--- config.mk ---
export PLATFORM = sky130hd
export DESIGN_NAME = hazard_ctrl_flat
export DESIGN_NICKNAME = d
export VERILOG_FILES = /design/src/rtl/cpu_pkg.sv /design/src/rtl/hazard_ctrl_if.sv /design/src/rtl/sat_counter.sv /design/src/rtl/hazard_ctrl.sv /design/src/flat_wrapper.sv
export SDC_FILE = /design/constraint.sdc
export NUM_CORES = 1
export LEC_CHECK = 0
export ABC_AREA = 1
export ABC_CLOCK_PERIOD_IN_PS = 1900
export CAP_MARGIN = 20
export CORE_MARGIN = 5
export CORE_UTILIZATION = 50
export CTS_CLUSTER_DIAMETER = 150
export DETAILED_ROUTE_END_ITERATION = 16
export PLACE_DENSITY = 0.78
export SYNTH_ARGS = -nofsm -noshare
export SYNTH_HDL_FRONTEND = slang
export SYNTH_HIERARCHICAL = 1
export SYNTH_SLANG_ARGS = --single-unit
--- constraint.sdc ---
create_clock -name clock -period 1.9 [get_ports clock]
set_input_delay 0.19 -clock clock [delete_from_list [all_inputs] [get_ports clock]]
set_output_delay 0.19 -clock clock [all_outputs]
set_load 0.01 [all_outputs]
--- src/rtl/cpu_pkg.sv ---
// Shared CPU definitions: hazard controller FSM encoding, timeout default and
// the load-use hazard predicate.
package cpu_pkg;

  typedef enum logic [1:0] {
    RUN      = 2'd0,
    MEM_WAIT = 2'd1,
    TIMEOUT  = 2'd2
  } hz_state_t;

  localparam int MAX_WAIT_DEFAULT = 15;
  localparam int WAIT_W           = 8;

  // r0 is hard-wired to zero, so a load targeting it never creates a hazard.
  function automatic logic load_use_hit(input logic       ex_mem_ren,
                                        input logic [4:0] ex_rt,
                                        input logic [4:0] id_rs,
                                        input logic [4:0] id_rt,
                                        input logic       id_uses_rt);
    return ex_mem_ren && (ex_rt != 5'd0) &&
           ((ex_rt == id_rs) || (id_uses_rt && (ex_rt == id_rt)));
  endfunction

endpackage

--- src/rtl/hazard_ctrl_if.sv ---
// Pipeline <-> hazard controller signal bundle.
interface hazard_ctrl_if #(parameter int CNT_W = 16);
  // No handshake: the master presents pipeline status every cycle and the
  // slave returns combinational controls for that same cycle plus counters.
  logic [4:0]       ID_RS;
  logic [4:0]       ID_RT;
  logic             ID_uses_RT;
  logic             EX_MEM_REN;
  logic [4:0]       EX_RT;
  logic             ID_PC_jump;
  logic             EX_branch_taken;
  logic             mem_busy;
  logic             clear_err;
  logic             PC_WEN;
  logic             IF_ID_WEN;
  logic             IF_ID_flush;
  logic             ID_EX_bubble;
  logic             pipe_hold;
  logic             mem_timeout;
  logic [CNT_W-1:0] stall_cycles;
  logic [CNT_W-1:0] flush_count;

  modport master (
    output ID_RS, ID_RT, ID_uses_RT, EX_MEM_REN, EX_RT, ID_PC_jump,
           EX_branch_taken, mem_busy, clear_err,
    input  PC_WEN, IF_ID_WEN, IF_ID_flush, ID_EX_bubble, pipe_hold,
           mem_timeout, stall_cycles, flush_count
  );

  modport slave (
    input  ID_RS, ID_RT, ID_uses_RT, EX_MEM_REN, EX_RT, ID_PC_jump,
           EX_branch_taken, mem_busy, clear_err,
    output PC_WEN, IF_ID_WEN, IF_ID_flush, ID_EX_bubble, pipe_hold,
           mem_timeout, stall_cycles, flush_count
  );
endinterface

--- src/rtl/sat_counter.sv ---
// Up-counter that sticks at all-ones instead of wrapping.
module sat_counter #(
  parameter int W = 16
) (
  input  logic         clock,
  input  logic         reset,
  input  logic         inc,
  output logic [W-1:0] count
);

  logic [W-1:0] count_q, count_d;

  always_comb begin
    count_d = count_q;
    if (inc && (count_q != {W{1'b1}})) count_d = count_q + W'(1);
  end

  always_ff @(posedge clock or negedge reset) begin
    if (!reset) count_q <= '0;
    else        count_q <= count_d;
  end

  assign count = count_q;

endmodule

--- src/rtl/hazard_ctrl.sv ---
// Pipeline hazard controller: load-use stalls, branch/jump flushes, memory
// wait freeze with timeout, and saturating stall/flush performance counters.
module hazard_ctrl
  import cpu_pkg::*;
#(
  parameter int MAX_WAIT = MAX_WAIT_DEFAULT,
  parameter int CNT_W    = 16
) (
  input  logic          clock,
  input  logic          reset,
  hazard_ctrl_if.slave  hz,
  output hz_state_t     dbg_state
);

  localparam logic [WAIT_W-1:0] WAIT_LAST = WAIT_W'(MAX_WAIT - 1);

  hz_state_t         state_q, state_d;
  logic [WAIT_W-1:0] wait_cnt_q, wait_cnt_d;
  logic              pc_wen, if_id_wen, if_id_flush, id_ex_bubble;
  logic              pipe_hold, mem_timeout, load_use;
  logic [CNT_W-1:0]  stall_cnt, flush_cnt;

  assign load_use = load_use_hit(hz.EX_MEM_REN, hz.EX_RT, hz.ID_RS, hz.ID_RT,
                                 hz.ID_uses_RT);

  always_comb begin
    state_d      = state_q;
    wait_cnt_d   = wait_cnt_q;
    pc_wen       = 1'b1;
    if_id_wen    = 1'b1;
    if_id_flush  = 1'b0;
    id_ex_bubble = 1'b0;
    pipe_hold    = 1'b0;
    mem_timeout  = 1'b0;
    case (state_q)
      TIMEOUT: begin
        pc_wen      = 1'b0;
        if_id_wen   = 1'b0;
        pipe_hold   = 1'b1;
        mem_timeout = 1'b1;
        if (hz.clear_err) begin
          state_d    = RUN;
          wait_cnt_d = '0;
        end
      end
      default: begin
        if (hz.mem_busy) begin
          pc_wen     = 1'b0;
          if_id_wen  = 1'b0;
          pipe_hold  = 1'b1;
          wait_cnt_d = wait_cnt_q + WAIT_W'(1);
          state_d    = (wait_cnt_q == WAIT_LAST) ? TIMEOUT : MEM_WAIT;
        end else begin
          wait_cnt_d = '0;
          state_d    = RUN;
          // Taken branch squashes the ID instruction, so its hazard is moot.
          if (hz.EX_branch_taken) begin
            if_id_flush  = 1'b1;
            id_ex_bubble = 1'b1;
          end else if (load_use) begin
            pc_wen       = 1'b0;
            if_id_wen    = 1'b0;
            id_ex_bubble = 1'b1;
          end else if (hz.ID_PC_jump) begin
            if_id_flush  = 1'b1;
          end
        end
      end
    endcase
  end

  always_ff @(posedge clock or negedge reset) begin
    if (!reset) begin
      state_q    <= RUN;
      wait_cnt_q <= '0;
    end else begin
      state_q    <= state_d;
      wait_cnt_q <= wait_cnt_d;
    end
  end

  sat_counter #(.W(CNT_W)) u_stall_cnt (
    .clock (clock),
    .reset (reset),
    .inc   (!pc_wen),
    .count (stall_cnt)
  );

  sat_counter #(.W(CNT_W)) u_flush_cnt (
    .clock (clock),
    .reset (reset),
    .inc   (if_id_flush),
    .count (flush_cnt)
  );

  assign hz.PC_WEN       = pc_wen;
  assign hz.IF_ID_WEN    = if_id_wen;
  assign hz.IF_ID_flush  = if_id_flush;
  assign hz.ID_EX_bubble = id_ex_bubble;
  assign hz.pipe_hold    = pipe_hold;
  assign hz.mem_timeout  = mem_timeout;
  assign hz.stall_cycles = stall_cnt;
  assign hz.flush_count  = flush_cnt;
  assign dbg_state       = state_q;

endmodule
--- src/flat_wrapper.sv ---
// flat-port wrapper written by rule: the top's interface ports become plain ports
module hazard_ctrl_flat import cpu_pkg::*;
#(
  parameter int MAX_WAIT = MAX_WAIT_DEFAULT,
  parameter int CNT_W    = 16
)
  (clock, reset, dbg_state, hz_ID_RS, hz_ID_RT, hz_ID_uses_RT, hz_EX_MEM_REN, hz_EX_RT, hz_ID_PC_jump, hz_EX_branch_taken, hz_mem_busy, hz_clear_err, hz_PC_WEN, hz_IF_ID_WEN, hz_IF_ID_flush, hz_ID_EX_bubble, hz_pipe_hold, hz_mem_timeout, hz_stall_cycles, hz_flush_count);
  hazard_ctrl_if #(.CNT_W(CNT_W)) hz_i ();
  input  logic clock;
  input  logic reset;
  output hz_state_t dbg_state;
  input wire logic [$bits(hz_i.ID_RS)-1:0] hz_ID_RS;
  input wire logic [$bits(hz_i.ID_RT)-1:0] hz_ID_RT;
  input wire logic [$bits(hz_i.ID_uses_RT)-1:0] hz_ID_uses_RT;
  input wire logic [$bits(hz_i.EX_MEM_REN)-1:0] hz_EX_MEM_REN;
  input wire logic [$bits(hz_i.EX_RT)-1:0] hz_EX_RT;
  input wire logic [$bits(hz_i.ID_PC_jump)-1:0] hz_ID_PC_jump;
  input wire logic [$bits(hz_i.EX_branch_taken)-1:0] hz_EX_branch_taken;
  input wire logic [$bits(hz_i.mem_busy)-1:0] hz_mem_busy;
  input wire logic [$bits(hz_i.clear_err)-1:0] hz_clear_err;
  output wire logic [$bits(hz_i.PC_WEN)-1:0] hz_PC_WEN;
  output wire logic [$bits(hz_i.IF_ID_WEN)-1:0] hz_IF_ID_WEN;
  output wire logic [$bits(hz_i.IF_ID_flush)-1:0] hz_IF_ID_flush;
  output wire logic [$bits(hz_i.ID_EX_bubble)-1:0] hz_ID_EX_bubble;
  output wire logic [$bits(hz_i.pipe_hold)-1:0] hz_pipe_hold;
  output wire logic [$bits(hz_i.mem_timeout)-1:0] hz_mem_timeout;
  output wire logic [$bits(hz_i.stall_cycles)-1:0] hz_stall_cycles;
  output wire logic [$bits(hz_i.flush_count)-1:0] hz_flush_count;
  assign hz_i.ID_RS = hz_ID_RS;
  assign hz_i.ID_RT = hz_ID_RT;
  assign hz_i.ID_uses_RT = hz_ID_uses_RT;
  assign hz_i.EX_MEM_REN = hz_EX_MEM_REN;
  assign hz_i.EX_RT = hz_EX_RT;
  assign hz_i.ID_PC_jump = hz_ID_PC_jump;
  assign hz_i.EX_branch_taken = hz_EX_branch_taken;
  assign hz_i.mem_busy = hz_mem_busy;
  assign hz_i.clear_err = hz_clear_err;
  assign hz_PC_WEN = hz_i.PC_WEN;
  assign hz_IF_ID_WEN = hz_i.IF_ID_WEN;
  assign hz_IF_ID_flush = hz_i.IF_ID_flush;
  assign hz_ID_EX_bubble = hz_i.ID_EX_bubble;
  assign hz_pipe_hold = hz_i.pipe_hold;
  assign hz_mem_timeout = hz_i.mem_timeout;
  assign hz_stall_cycles = hz_i.stall_cycles;
  assign hz_flush_count = hz_i.flush_count;
  hazard_ctrl #(.MAX_WAIT(MAX_WAIT), .CNT_W(CNT_W)) u_core (.clock(clock), .reset(reset), .hz(hz_i), .dbg_state(dbg_state));
endmodule
---- Word level (Yosys, flattened, before mapping) ----
Cells that the tools add are included.
storage, ports and cells
  register bits after elaboration ......... 42
  output and inout bits ................... 40
  logic and storage cells ................. 45
  input bits .............................. 23
operators by class
  equality and inequality tests ........... 7
  multiplexer cells ....................... 23
  add/subtract/negate cells ............... 3
  reductions and logical operators ........ 8
operators by type and width
  operator                 number
  $add A16 B1 Y16 const B  2
  $ne A16 B16 Y1 const B   2
  $mux W8                  3
  $mux W1                  16
  $eq A5 B5 Y1             2
  $add A8 B1 Y8 const B    1
  $eq A8 B4 Y1 const B     1
  $mux W2                  4
  $logic_and A1 B1 Y1      5
  $reduce_bool A5 Y1       1
  $eq A2 B2 Y1 const B     1
  $ne A2 B2 Y1 const B     1
  $logic_not A1 Y1         1
  $logic_or A1 B1 Y1       1

---- Logic depth before layout (Yosys ltp) ----
Gate-level depths: netlist (run 1).
  depth after elaboration ................. 10
  mapped depth ............................ 17
  depth with buffers taken out ............ 17

---- By module ----
The synthesis (run 1) kept the hierarchy.
modules (own cells, without submodules)
  module       cells an instance  seq. area each (um^2)  area an instance (um^2)  times used
  sat_counter  149                400.4                  1058.5                   2
  hazard_ctrl  127                250.2                  789.5                    1

---- Worst setup path before layout (run 1) ----
OpenSTA, ideal clock, no wires.
  kind .................................... register to register
  start point ............................. register u_core.state_q[1] (netlist: u_core/dbg_state[1])
  end point ............................... register u_core.u_flush_cnt.count_q[15] (netlist: u_core/u_flush_cnt/count[15])
  setup slack ............................. 31 ps
  cell stages (with the launch flop) ...... 14
  arrival ................................. 1756 ps
  clock period less this slack ............ 1869 ps
  library setup time ...................... 113 ps
  path through ............................ dfrtp_1 > inv_1 > or2_1 > inv_1 > nor2_1 > nand2_1 > nor2_1 > inv_1 > nor2_1 > nand2_1 > nor2_1 > nand3_1 > nand2_1 > inv_1
between the ends
  word-level cells in the longest chain between the ends .. 3
RTL lines
  element                 line                RTL
  start, declared         hazard_ctrl.sv:17   hz_state_t state_q, state_d;
  start signal, assigned  hazard_ctrl.sv:77   state_q <= state_d;
  $eq A2 B2 Y1            hazard_ctrl.sv:35   case (state_q)
  $mux W1                 hazard_ctrl.sv:35
  via hz_IF_ID_flush      flat_wrapper.sv:23  output wire logic [$bits(hz_i.IF_ID_flush)-1:0] hz_IF_ID_flush;
  $logic_and A1 B1 Y1     sat_counter.sv:15   if (inc && (count_q != {W{1'b1}})) count_d = count_q + W'(1);
  end signal, assigned    sat_counter.sv:20   else count_q <= count_d;
  end, declared           sat_counter.sv:11   logic [W-1:0] count_q, count_d;
The timed path passes the listed nets, and every way through them passes these cells.
A chain may end at the register's enable or synchronous reset.

---- Final worst setup path (run 1) ----
  start point ............................. input hz_ID_RT[2]
  end point ............................... output hz_IF_ID_flush
between the ends
  word-level cells in the longest chain between the ends .. 8
RTL lines
  element              line                RTL
  start, declared      flat_wrapper.sv:13  input wire logic [$bits(hz_i.ID_RT)-1:0] hz_ID_RT;
  $eq A5 B5 Y1         cpu_pkg.sv:21       ((ex_rt == id_rs) || (id_uses_rt && (ex_rt == id_rt)));
  $logic_and A1 B1 Y1  cpu_pkg.sv:21
  $logic_or A1 B1 Y1   cpu_pkg.sv:21
  $logic_and A1 B1 Y1  cpu_pkg.sv:20       return ex_mem_ren && (ex_rt != 5'd0) &&
  $mux W1              hazard_ctrl.sv:60   end else if (load_use) begin
  $mux W1              hazard_ctrl.sv:57   if (hz.EX_branch_taken) begin
  $mux W1              hazard_ctrl.sv:47   if (hz.mem_busy) begin
  $mux W1              hazard_ctrl.sv:35
  end, declared        flat_wrapper.sv:23
No other way between the ends.

==> impl_metrics.csv, run 1 <==
group,metric,value,unit
routing,vias_per_cell,5.08,
die,core.rowCount,27,
pwr,leakagePower,1.82,nW
logic_synthesis,yosys.cell_count.top_type,"sky130_fd_sc_hd__nand2_1",
worst_setup_path,reg2reg_setup_slack,0.20,ns
worst_setup_path,worstSetupPathType,"in -> out",
timing,max-slew-margin-rel,59.2,%
flow_run,timing.max_cap.violations,0,
clock_tree,cts_tree,"done",
die,die_area,7440,um^2
global_routing,first_global_vias,2753,
pwr,finalPower,2.95,mW
timing,fmaxAchievable,538,MHz
logic_synthesis,netlist_top_cells_area,"sky130_fd_sc_hd__dfrtp_1, sky130_fd_sc_hd__nand2_1, sky130_fd_sc_hd__inv_1",
global_routing,grt_first_pass_wirelength,12200,um
logic_synthesis,synthDistinctLibCells,25,
worst_setup_path,worst_setup_path_start_kind,"input port",
logic_synthesis,synth_top_flop_cell,"sky130_fd_sc_hd__dfrtp_1",
final_layout,final_design_area_no_fill,3800,um^2
clock_tree,worst_skew_pair_latency,0.30,ns
logic_synthesis,synth_area_leader_cell,"sky130_fd_sc_hd__dfrtp_1",
clock_tree,clock-sinks,42,
die,chipHeight,86.2,um
routing,dr_drc_count,0,
timing,hold_viol_final,0,
die,floorplan.die.width,86.2,um
place,routability_congestion_estimate_from_global_placement,0.831,
logic_synthesis,share_of_the_yosys_chip_area_belonging_to_registers,36.2,%
timing,slew_violations,0,
clock_tree,htree_levels,2,
timing,period_needed,1.86,ns
routing,routed_wire_length_per_instance,12.5,um
place,detailedPlacementHpwl,5530,um
clock_tree,tritoncts.num_buffers,5,
logic_synthesis,synthCells,425,
place,placed_area,3630,um^2
logic_synthesis,syn-mean-instance-area,6.84,um^2
timing,post-route-period-util,97.9,%
logic_synthesis,postSynthNetCount,452,
logic_synthesis,asyncSetResetFlopFracSynth,100,%
timing,skew,0.0131,ns
worst_setup_path,critical_path_arrival,1.67,ns
routing,detail-route-antenna-nets,0,
clock_tree,cts_post_setup_buffers_inserted,0,
worst_setup_path,worstRegToRegCells,7,
logic_synthesis,list_of_most_frequent_post_synthesis_cells,"sky130_fd_sc_hd__nand2_1, sky130_fd_sc_hd__inv_1, sky130_fd_sc_hd__dfrtp_1, sky130_fd_sc_hd__nor2_1, sky130_fd_sc_hd__nand3_1",
clock_tree,clock_path_buffers,2,
logic_synthesis,register_bit_total_from_synthesis,42,
routing,drtPass1Iterations,4,
clock_tree,clkSlewWorstSetupHoldPaths,0.08,ns
die,core-area,5570,um^2
routing,finalWirelength,7150,um
final_layout,num-nets-final,524,
global_routing,grt_max_degree,27,
final_layout,antenna_cells,0,
routing,vias,2893,
worst_setup_path,required,1.71,ns
final_layout,post_route_cells_drive_above_1_share,12.0,%
logic_synthesis,synth_area,2910,um^2
die,initial_utilization,52.1,%
routing,first_iter_violations,182,
clock_tree,cts-root-buf,"sky130_fd_sc_hd__clkbuf_8",
global_routing,grt_remaining_overflow,0,
timing,worstMarginPinSlew,0.612,ns
global_routing,antenna_found_initial,0,
final_layout,synthToLayoutAreaGrowth,30.7,%
timing,worst_hold_slack,0.435,ns
place,buffer_ports.inserted,62,
logic_synthesis,ys_warn_count,6,
worst_setup_path,timing.critical_path.to_type,"output port",
hold_path,worst_hold_path_type,"in -> async",
die,ioPinCount,63,
outcome,run_status,"finished, final reports clean",
worst_setup_path,critical_path.max_fanout,3,
global_routing,global_route.usage.total,20.0,%
pwr,p_per_area,777,nW/um^2
pwr,irDropWorstVdd,0.779,mV
logic_synthesis,synth_top_cell_area_share,36.2,%
logic_synthesis,synth-edff-count,0,
timing,timing.final.setup_violations,0,
[critical path, stage by stage]
cell and delay (ns):
sky130_fd_sc_hd__clkdlybuf4s50_1 0.48, sky130_fd_sc_hd__inv_1 0.05, sky130_fd_sc_hd__nand2_1 0.06, sky130_fd_sc_hd__nand2_1 0.06, sky130_fd_sc_hd__nor2_1 0.14, sky130_fd_sc_hd__nand3_1 0.09
sky130_fd_sc_hd__nand2_1 0.08, sky130_fd_sc_hd__nand3_1 0.08, sky130_fd_sc_hd__nand2_2 0.08, sky130_fd_sc_hd__nor2_2 0.05, sky130_fd_sc_hd__dlygate4sd2_1 0.29
[metrics by stage]
| step | setup WS [ns] | instances | TNS (ns) | util, % |
|---|---|---|---|---|
| 6_report | 0.0400 | 570 | 0 | 68.1 |
| 5_1_grt | -0.00640 | 570 | -0.00640 | 68.1 |
| 4_1_cts | 0.00241 | 570 | 0 | 68.0 |
| 3_5_place_dp | -0.324 | 561 | -5.21 | 65.2 |
| 3_3_place_gp | -0.317 | 561 | -3.81 | 65.2 |
| 2_1_floorplan | 0.0313 | 425 | 0 | - |
[state kept, by name (all words and copies together) (netlist names)]
name,cells
u_core/u_flush_cnt/count,16
u_core/wait_cnt_q,8
u_core/dbg_state,2
u_core/u_stall_cnt/count,16
[layout make-up]
cell class	count	area (um^2)
Multi-Input combinational cell	322	1600
Clock buffer	6	82.6
Inverter	55	206
Clock inverter	2	60.1
Timing Repair Buffer	71	711
Tap cell	72	90.1
Fill cell	466	1780
Sequential cell	42	1050
[power by group]
| group | switching (mW) | total [mW] | leakage, nW | internal [mW] |
|---|---|---|---|---|
| Sequential | 0.198 | 1.21 | 0.540 | 1.02 |
| Clock | 0.318 | 0.878 | 0.0714 | 0.561 |
| Combinational | 0.423 | 0.859 | 1.21 | 0.435 |
[repair_timing]
action / in CTS / in global routing
pin swaps: 0 / 3
hold buffers: 1 / 0
endpoints found under the hold margin: 25 / 0
gates resized for setup: 14 / 11
endpoints found under the setup margin: 5 / 6
[worst paths after layout]
path | from | to
max | hz_ID_RT[2] | hz_IF_ID_flush
min | reset | u_core/u_stall_cnt/count[9]
max reg2reg | u_core/u_stall_cnt/count[0] | u_core/u_stall_cnt/count[5]
min reg2reg | u_core/u_stall_cnt/count[1] | u_core/u_stall_cnt/count[1]
max in group asynchronous | reset | u_core/u_flush_cnt/count[14]
min in group clock | u_core/u_stall_cnt/count[1] | u_core/u_stall_cnt/count[1]
[cells in the final DEF, fill, tap and decap left out, drive strengths merged, types with 2 or more instances in the layout]
master         Yosys  layout
dfrtp             42      42
or2                2       2
clkdlybuf4s50      0      49
nand4             14      14
o21ai             27      27
ha                 4       4
nor2              57      57
o22ai              2       2
clkbuf             0       6
bufinv             0       2
nand2            177     177
dlymetal6s2s       0       5
a21oi              2       2
buf                6      11
xor2               2       2
dlygate4sd2        0       5
nand3             22      22
xnor2             12      12
inv               55      55
[cells by family after synthesis]
kind of cell               share of synthesized area [%]
and+or+nand+nor                                     42.4
buffers and inverters                               9.30
DFF                                                 36.2
AOI/OAI and AO/OA                                   6.20
xor gates and xnor gates                            4.22
adders and majority gates                           1.72
[routing by layer]
metal	vias to the layer above	global-route usage [%]	routed length [um]	part of all wire [%]
met2	85	35.7	3610	50
met4	0	4.96	102	1.4
li1	1457	-	-	-
met5	-	0	0	0
met3	12	4.09	353	4.9
met1	1339	24.6	3090	43
(Power assumes the default switching activity.)
==> run 2, diff against run 1 <==
Settings changed: PLACE_DENSITY 0.78 to 0.79, SYNTH_HIERARCHICAL 1 to default.
==> impl_metrics.csv, run 2 <==
group,metric,value,unit
outcome,run_status,"finished, final reports clean",
global_routing,antenna_found_initial,0,
global_routing,grt_remaining_overflow,0,
logic_synthesis,synth_area_leader_cell,"sky130_fd_sc_hd__dfrtp_1",
timing,max-slew-margin-rel,64.9,%
worst_setup_path,worstSetupPathType,"in -> out",
final_layout,layout_commonest_cell,"sky130_fd_sc_hd__nand2_1",
logic_synthesis,share_of_the_yosys_chip_area_belonging_to_registers,38.7,%
worst_setup_path,critPathMostFrequentCell,"sky130_fd_sc_hd__nand2_1",
place,placed_area,3450,um^2
logic_synthesis,synthDistinctLibCells,33,
routing,finalWirelength,6200,um
place,routability_congestion_estimate_from_global_placement,0.883,
logic_synthesis,syn-mean-instance-area,7.33,um^2
timing,hold_viol_final,0,
timing,period_needed,1.79,ns
routing,vias_per_cell,4.90,
clock_tree,clkSlewWorstSetupHoldPaths,0.08,ns
die,floorplan.die.width,83.7,um
worst_setup_path,slowest_cell_on_crit_path,"sky130_fd_sc_hd__clkdlybuf4s50_1",
clock_tree,tritoncts.num_buffers,5,
die,core.rowCount,26,
hold_path,worst_hold_path_type,"in -> async",
worst_setup_path,critical_path_arrival,1.60,ns
place,place.detailed.instances,507,
clock_tree,worst_skew_pair_latency,0.30,ns
final_layout,multi_input_comb_area,1450,um^2
die,core-area,5200,um^2
worst_setup_path,worstRegToRegCells,11,
timing,skew,0.00669,ns
logic_synthesis,synth_area,2720,um^2
final_layout,antenna_cells,0,
clock_tree,clock_path_buffers,2,
routing,drtPass1Iterations,5,
logic_synthesis,synthCells,371,
global_routing,grt_max_degree,43,
timing,rsz0062_at_grt,"no",
final_layout,final_design_area_no_fill,3630,um^2
routing,dr_drc_count,0,
final_layout,synthToLayoutAreaGrowth,33.4,%
logic_synthesis,register_bit_total_from_synthesis,42,
clock_tree,cts_tree,"done",
pwr,irDropWorstVdd,0.594,mV
pwr,p_per_area,732,nW/um^2
logic_synthesis,netlist_top_cells_area,"sky130_fd_sc_hd__dfrtp_1, sky130_fd_sc_hd__nand2_1, sky130_fd_sc_hd__inv_1",
logic_synthesis,asyncSetResetFlopFracSynth,100,%
routing,routed_wire_length_per_instance,12.0,um
worst_setup_path,cp_cell_sequence,"clkdlybuf4s50_1 > inv_1 > nand2_1 > nand2_1 > nor2_1 > nand3_1 > nand2_1 > nand3_2 > nand2_2 > inv_1 > clkdlybuf4s15_1",
routing,vias,2528,
clock_tree,clock-sinks,42,
logic_synthesis,synth_top_cell_area_share,38.7,%
final_layout,final_cell_mix,"sky130_fd_sc_hd__nand2_1, sky130_fd_sc_hd__clkdlybuf4s50_1, sky130_fd_sc_hd__dfrtp_1",
timing,slew_violations,0,
global_routing,global_route.usage.total,18.4,%
timing,post-route-period-util,94.2,%
timing,worstMarginPinSlew,0.527,ns
logic_synthesis,synth_top_flop_cell,"sky130_fd_sc_hd__dfrtp_1",
worst_setup_path,timing.critical_path.to_type,"output port",
logic_synthesis,yosys.cell_count.top_type,"sky130_fd_sc_hd__nand2_1",
die,chipHeight,83.7,um
routing,detail-route-antenna-nets,0,
worst_setup_path,worst_setup_path_start_kind,"input port",
logic_synthesis,postSynthNetCount,398,
place,detailedPlacementHpwl,4800,um
worst_setup_path,critical_path.max_fanout,3,
die,ioPinCount,63,
pwr,leakagePower,1.79,nW
final_layout,layout.core_utilization,69.7,%
final_layout,num-nets-final,472,
clock_tree,htree_levels,2,
timing,timing.final.setup_violations,0,
timing,fmaxAchievable,558,MHz
worst_setup_path,slowest_stage_delay_cp,0.48,ns
global_routing,grt_first_pass_wirelength,10900,um
clock_tree,cts_post_setup_buffers_inserted,0,
clock_tree,cts-root-buf,"sky130_fd_sc_hd__clkbuf_8",
place,buffer_ports.inserted,62,
final_layout,post_route_cells_drive_above_1_share,10.1,%
global_routing,first_global_vias,2459,
final_layout,register_area,1050,um^2
die,initial_utilization,52.2,%
logic_synthesis,ys_warn_count,0,
final_layout,layout.cells.non_filler,516,
logic_synthesis,synth-edff-count,0,
die,die_area,7010,um^2
routing,first_iter_violations,157,
worst_setup_path,required,1.71,ns
logic_synthesis,list_of_most_frequent_post_synthesis_cells,"sky130_fd_sc_hd__nand2_1, sky130_fd_sc_hd__dfrtp_1, sky130_fd_sc_hd__inv_1",
flow_run,timing.max_cap.violations,0,
final_layout,fillerInstances,440,
==> run 2: what timing repair did <==
item,CTS,global route
resized for setup,5,11
endpoints found under the setup margin,4,29
hold buffers,1,0
endpoints found under the hold margin,42,0
pin swaps,0,1
==> run 2: where the power goes <==
group | total (mW) | switching [mW] | leakage (nW) | internal (mW)
registers | 1.09 | 0.109 | 0.569 | 0.980
clock network | 0.881 | 0.320 | 0.0714 | 0.561
logic | 0.684 | 0.333 | 1.15 | 0.351
==> run 2: layer usage <==
| metal | share of wire [%] | GRT usage [%] | up-vias | wire (um) |
|---|---|---|---|---|
| met3 | 4.4 | 3.75 | 9 | 273 |
| met4 | 1.5 | 5.70 | 0 | 94 |
| li1 | - | - | 1309 | - |
| met1 | 45 | 23.0 | 1148 | 2770 |
| met2 | 49 | 32.0 | 62 | 3060 |
| met5 | 0 | 0 | - | 0 |
==> run 2: cell families (layout without fill, tap and decap cells) <==
| group | after synthesis | count (layout) | share of synthesized area, % |
|---|---|---|---|
| flops | 42 | 42 | 38.7 |
| fa+ha+maj | 4 | 4 | 1.84 |
| xor+xnor | 30 | 30 | 9.66 |
| buf+inv | 52 | 127 | 8.47 |
| compound gates | 19 | 19 | 3.64 |
| simple gates | 224 | 224 | 37.7 |
==> run 2: final timing paths <==
check / endpoint / start / slack [ns]
worst max-delay path: hz_PC_WEN / hz_ID_RS[4] / 0.11
worst min-delay path: u_core.u_flush_cnt.count[1] / reset / 0.49
worst max register to register: u_core.u_flush_cnt.count[2] / u_core.u_flush_cnt.count[1] / 0.16
worst min register to register: u_core.dbg_state[0] / u_core.wait_cnt_q[7] / 0.52
max in group asynchronous: u_core.wait_cnt_q[5] / reset / 1.05
min in group clock: u_core.dbg_state[0] / u_core.wait_cnt_q[7] / 0.52
==> run 2: stage by stage <==
step / setup WS, ns / hold WS [ns] / setup TNS, ns / power (mW)
2_1_floorplan: 0.201 / -0.106 / 0 / 1.45
3_3_place_gp: -0.185 / 0.289 / -5.58 / 1.78
3_5_place_dp: -0.238 / 0.290 / -6.88 / 1.80
4_1_cts: 0.00326 / 0.501 / 0 / 2.68
5_1_grt: 0.0130 / 0.552 / 0 / 2.79
6_report: 0.109 / 0.489 / 0 / 2.65
==> run 2: final cells by class <==
class | instances | share of cell area [%]
Clock inverter | 2 | 1.66
Multi-Input combinational cell | 277 | 40.0
Sequential cell | 42 | 29.0
Tap cell | 70 | 2.42
Inverter | 44 | 4.55
Timing Repair Buffer | 75 | 20.1
Clock buffer | 6 | 2.28
==> run 2: worst max-delay path, delay by kind of cell <==
| family | cells | cell delay (ns) |
|---|---|---|
| buffers and inverters | 4 | 0.82 |
| and+or+nand+nor | 7 | 0.59 |
